==> src/rtl/serial_add_ctrl.sv <==
// rtl/serial_add_ctrl.sv - bit-serial adder controller sharing one full-adder cell
//
// Purpose: adds two WIDTH-bit operands one bit pair per clock, LSB first,
// through a single full-adder cell (fac). The carry is held in a flip-flop
// between cycles. {co,z} = x + y + ci, and the result is valid after WIDTH RUN cycles.
// Optional feature macro: SERIAL_ADD_SUB_EN. When it is defined, the sub port
// is added and the block computes z = x - y (co=1 means no borrow).
//
// Ports:
//   clk   in   rising-edge clock
//   rst_b in   asynchronous active-low reset
//   sub   in   (SERIAL_ADD_SUB_EN only) subtract request, sampled with start
//   start in   request, sampled only in IDLE
//   x, y  in   WIDTH-bit operands, sampled on accepted start
//   ci    in   carry-in, sampled on accepted start
//   z     out  registered sum, updated only at completion
//   co    out  registered final carry-out, updated only at completion
//   busy  out  high while in RUN
//   done  out  one-cycle completion pulse

module fac (
  input  logic a,
  input  logic b,
  input  logic cin,
  output logic s,
  output logic cout
);
  assign s    = a ^ b ^ cin;
  assign cout = (a & b) | (cin & (a ^ b));
endmodule

module serial_add_ctrl #(
  parameter int WIDTH = 8
) (
  input  logic             clk,
  input  logic             rst_b,
`ifdef SERIAL_ADD_SUB_EN
  input  logic             sub,
`endif
  input  logic             start,
  input  logic [WIDTH-1:0] x,
  input  logic [WIDTH-1:0] y,
  input  logic             ci,
  output logic [WIDTH-1:0] z,
  output logic             co,
  output logic             busy,
  output logic             done
);

  localparam int CW = $clog2(WIDTH);
  localparam logic [CW-1:0] CNT_LAST = CW'(WIDTH - 1);

  typedef enum logic [1:0] {
    IDLE = 2'd0,
    RUN  = 2'd1,
    DONE = 2'd2
  } state_t;

  state_t           state_q, state_d;
  logic [WIDTH-1:0] sx_q, sx_d;
  logic [WIDTH-1:0] sy_q, sy_d;
  logic [WIDTH-1:0] acc_q, acc_d;
  logic [WIDTH-1:0] z_q, z_d;
  logic [CW-1:0]    cnt_q, cnt_d;
  logic             carry_q, carry_d;
  logic             co_q, co_d;

  logic             sum_bit;
  logic             cell_co;
  logic [WIDTH-1:0] y_load;
  logic             ci_load;

  // Subtraction is two's complement: x + ~y + 1.
`ifdef SERIAL_ADD_SUB_EN
  assign y_load  = sub ? ~y : y;
  assign ci_load = sub ? 1'b1 : ci;
`else
  assign y_load  = y;
  assign ci_load = ci;
`endif

  fac u_fac (
    .a    (sx_q[0]),
    .b    (sy_q[0]),
    .cin  (carry_q),
    .s    (sum_bit),
    .cout (cell_co)
  );

  always_ff @(posedge clk or negedge rst_b) begin
    if (!rst_b) begin
      state_q <= IDLE;
      sx_q    <= '0;
      sy_q    <= '0;
      acc_q   <= '0;
      z_q     <= '0;
      cnt_q   <= '0;
      carry_q <= 1'b0;
      co_q    <= 1'b0;
    end else begin
      state_q <= state_d;
      sx_q    <= sx_d;
      sy_q    <= sy_d;
      acc_q   <= acc_d;
      z_q     <= z_d;
      cnt_q   <= cnt_d;
      carry_q <= carry_d;
      co_q    <= co_d;
    end
  end

  always_comb begin
    state_d = state_q;
    sx_d    = sx_q;
    sy_d    = sy_q;
    acc_d   = acc_q;
    z_d     = z_q;
    cnt_d   = cnt_q;
    carry_d = carry_q;
    co_d    = co_q;
    case (state_q)
      IDLE: begin
        if (start) begin
          sx_d    = x;
          sy_d    = y_load;
          carry_d = ci_load;
          cnt_d   = '0;
          acc_d   = '0;
          state_d = RUN;
        end
      end
      RUN: begin
        // Sum bits enter at the MSB, so after WIDTH shifts bit 0 lands at acc[0].
        acc_d   = {sum_bit, acc_q[WIDTH-1:1]};
        sx_d    = sx_q >> 1;
        sy_d    = sy_q >> 1;
        carry_d = cell_co;
        if (cnt_q == CNT_LAST) begin
          z_d     = acc_d;
          co_d    = cell_co;
          state_d = DONE;
        end else begin
          cnt_d = cnt_q + CW'(1);
        end
      end
      DONE: state_d = IDLE;
      default: state_d = IDLE;
    endcase
  end

  assign z    = z_q;
  assign co   = co_q;
  assign busy = (state_q == RUN);
  assign done = (state_q == DONE);

endmodule

==> config.mk <==
export PLATFORM = sky130hd
export DESIGN_NAME = serial_add_ctrl
export DESIGN_NICKNAME = d
export VERILOG_FILES = /design/src/rtl/serial_add_ctrl.sv
export SDC_FILE = /design/constraint.sdc
export NUM_CORES = 1
export LEC_CHECK = 0
export ABC_AREA = 1
export BUFFER_PORTS_ARGS = -buffer_cell sky130_fd_sc_hd__buf_2
export CAP_MARGIN = 20
export CORE_AREA = 4 4 57 72
export DETAILED_ROUTE_END_ITERATION = 10
export DIE_AREA = 0 0 61 76
export PLACE_DENSITY = 0.73
export SLEW_MARGIN = 25
export SYNTH_ARGS = -nofsm -noshare
export SYNTH_HDL_FRONTEND = slang
export SYNTH_SLANG_ARGS = --single-unit
export TNS_END_PERCENT = 100
==> constraint.sdc <==
create_clock -name clk -period 1.4 [get_ports clk]
set_clock_uncertainty 0.05 [all_clocks]
set_input_delay 0.14 -clock clk [delete_from_list [all_inputs] [get_ports clk]]
set_output_delay 0.14 -clock clk [all_outputs]
set_load 0.02 [all_outputs]
==> reports/metrics.yaml <==
run_status:
  status: "finished, final reports clean"
cells_and_area:
  fin_nets: 279
  fillerInstances: 310
  synthToLayoutAreaGrowth_pct: 21.73
  seqCellArea_um2: 952.2
  antenna_cells: 0
  final_cell_area_um2: 2215
  drive_gt1_share_pct: 28.91
  stdcell_count: 295
  multi_input_area_um2: 740.7
worst_setup_path:
  worstPathArrival_ns: 1.16
  required_ns: 1.21
  end_kind: "output port"
  startpoint: "state_q[1]"
  path_class: "reg -> out"
  reg2reg_to: "z[7]"
  rr_startpoint: "cnt_q[0]"
  r2r_slack_ns: 0.10
  ff2ff_path_depth: 6
  cp_max_fo: 16
  start_kind: "register"
  cp-endpoint: "done"
global_routing:
  gr-usage-met2_pct: 26.77
  grt_pass1_wl_um: 6196
  use_met3_pct: 5.763
  met1_usage_pct: 23.14
  grt_max_degree: 23
  grt_overflow: 0
  grt-busiest-layer: "met2"
  grt_usage_pct: 17.55
  antenna_found_initial: 0
  first_global_vias: 1407
synth:
  synth_commonest_cells: "nand2_1 (105), dfrtp_1 (38), nand3_1 (19)"
  ys.flop_type: "dfrtp_1"
  synth_seq_cells: 38
  synth-seq-area-share_pct: 52.27
  synth_top_area_share_pct: 52.27
  synth_edf_count: 0
  ys_warn_count: 0
  synth_most_common_cell: "nand2_1"
  synth_top_cell_by_area: "dfrtp_1"
  synthTopCellsByArea: "dfrtp_1 (52%), nand2_1 (22%), o21ai_2 (5.8%)"
  synth_area_um2: 1819
  ys_async_sr_fraction_pct: 100.0
  syn_nets: 235
  synth_cell_types: 17
  syn_avg_cell_area_um2: 8.581
  netlist_instances: 212
floorplan:
  die_y_um: 76
  start_util_pct: 53.14
  core_um2: 3423
  die_width_um: 61
  die_area_um2: 4636
  pin_count: 31
  rows: 24
clock_tree:
  cts_sinks: 38
  cts_buffers: 5
  clk_pin_slew_ns: 0.07
  clock_path_buffers: 2
  cts_tree: "built"
  root_buffer: "clkbuf_8"
  clock_latency_ns: 0.29
  cts_max_level: 2
min_path:
  hp-class: "in -> reg"
power:
  p_int_mw: 2.848
  ir_drop_uv: 1349
  switching_power_mw: 1.969
  swShare_pct: 40.88
  power.leakage_nw: 1.227
  sequentialPowerShare_pct: 38.3
  powerDensity_nw_per_um2: 2175
  combinationalPowerShare_pct: 47.2
  p_clk_share_pct: 14.6
sta:
  fin_crit_sh_pct: 96.52
  drv_slew: 0
  setup_viol: 0
  period_needed_ns: 1.351
  worstMarginPinSlew_ns: 0.4224
  setup_tns_ns: 0
  rsz0062_at_grt: "true"
  slew_headroom_pct: 71.84
  whs_ns: 0.05292
  hold_violations: 0
  fmax_mhz: 740.0
routing:
  postRouteWirelength_um: 3471
  wl_per_cell_um: 11.77
  drc: 0
  via_count: 1421
  drt_iter0_drc: 43
  drt-vias-per-instance: 4.817
  drt_first_pass_iters: 4
  ant_nets: 0
flow_run:
  cap_viol_max_count: 0
placement:
  postPlaceCellArea_um2: 2071
  port-buffer-count: 30
  place.gp.congestion: 0.7242
  dp_hpwl_um: 2494
  placed_cells: 285
==> stage by stage <==
step | setup WS, ns | utilization [%] | power (mW)
after floorplan | 0.1205 | - | 3.421
after global placement | 0.1129 | 60.49 | 3.998
after detailed placement | 0.05885 | 60.49 | 4.056
after CTS | 0.009105 | 63.93 | 4.825
after global routing | -0.001840 | 64.69 | 5.284
final | 0.04867 | 64.69 | 4.817
==> worst min path at each step <==
| stage | from | to | slack (ns) | cells after the start |
|---|---|---|---|---|
| CTS | y[7] | sy_q[7] | 0.05 | 3 |
| finish | x[7] | sx_q[7] | 0.05 | 3 |
| global route | y[7] | sy_q[7] | 0.06 | 3 |
| floorplan | rst_b | acc_q[1] | -0.21 | 0 |
| global placement | rst_b | z[3] | 0.05 | 1 |
| detailed placement | rst_b | z[3] | 0.05 | 1 |
==> power by group through the flow <==
stage	clock network, mW	logic (mW)	registers (mW)
global route	0.781	2.61	1.89
finish	0.702	2.27	1.84
global placement	0	2.15	1.85
floorplan	0	1.47	1.95
CTS	0.722	2.26	1.84
detailed placement	0	2.19	1.86
==> sequential cells by signal (all words and copies together), names as in the netlist <==
register,cells
acc_q,7
carry_q,1
cnt_q,3
co,1
state_q,2
sx_q,8
sy_q,8
z,8
==> final cells by class <==
class | count | share of cell area, %
inverter | 14 | 2.486
clock buffer | 5 | 3.107
tap | 39 | 2.203
clock inverter | 2 | 0.4520
sequential | 38 | 42.99
multi-input combinational | 151 | 33.45
timing repair buffer | 46 | 15.31
==> cells in the final DEF (no fill, tap or decap) <==
cell type        n
buf_6            3
nand2_1        105
dfrtp_1         37
o21ai_2         12
ha_2             1
clkinv_2         2
nand3_1         19
nor2_1           2
nand2_2          2
inv_4            1
o21ai_0          4
nand2_4          2
ha_1             1
buf_4           10
inv_2            1
fa_1             1
buf_2           28
nor2_8           1
clkbuf_8         5
o21ai_4          1
inv_1           12
dfrtp_2          1
buf_12           4
dlygate4sd3_1    1
==> layer usage <==
layer / up-vias / share of wire (%)
li1: 744 / -
met1: 639 / 46
met2: 33 / 48
met3: 5 / 4.9
met4: 0 / 0.98
met5: - / 0
==> timing repair <==
action / in CTS / in global routing
buffers inserted: 2 / 0
endpoints found under the setup margin: 2 / 15
hold buffers: 1 / 0
endpoints found under the hold margin: 16 / 0
pin swaps: 1 / 1
resized for setup: 5 / 7
==> worst max-delay path, cell delays in order, from the launching register on <==
cell and delay (ns):
dfrtp_2 0.46, inv_4 0.08, buf_12 0.13, nor2_1 0.04
buf_4 0.15
==> cell families after synthesis <==
logic type      count (synthesis)  synth area share [%]
buf+inv                        23                 7.427
fa+ha+maj                       3                 2.476
simple gates                  131                 30.06
flops                          38                 52.27
compound gates                 17                 7.772
No activity file was read; power rests on OpenSTA's default activity.
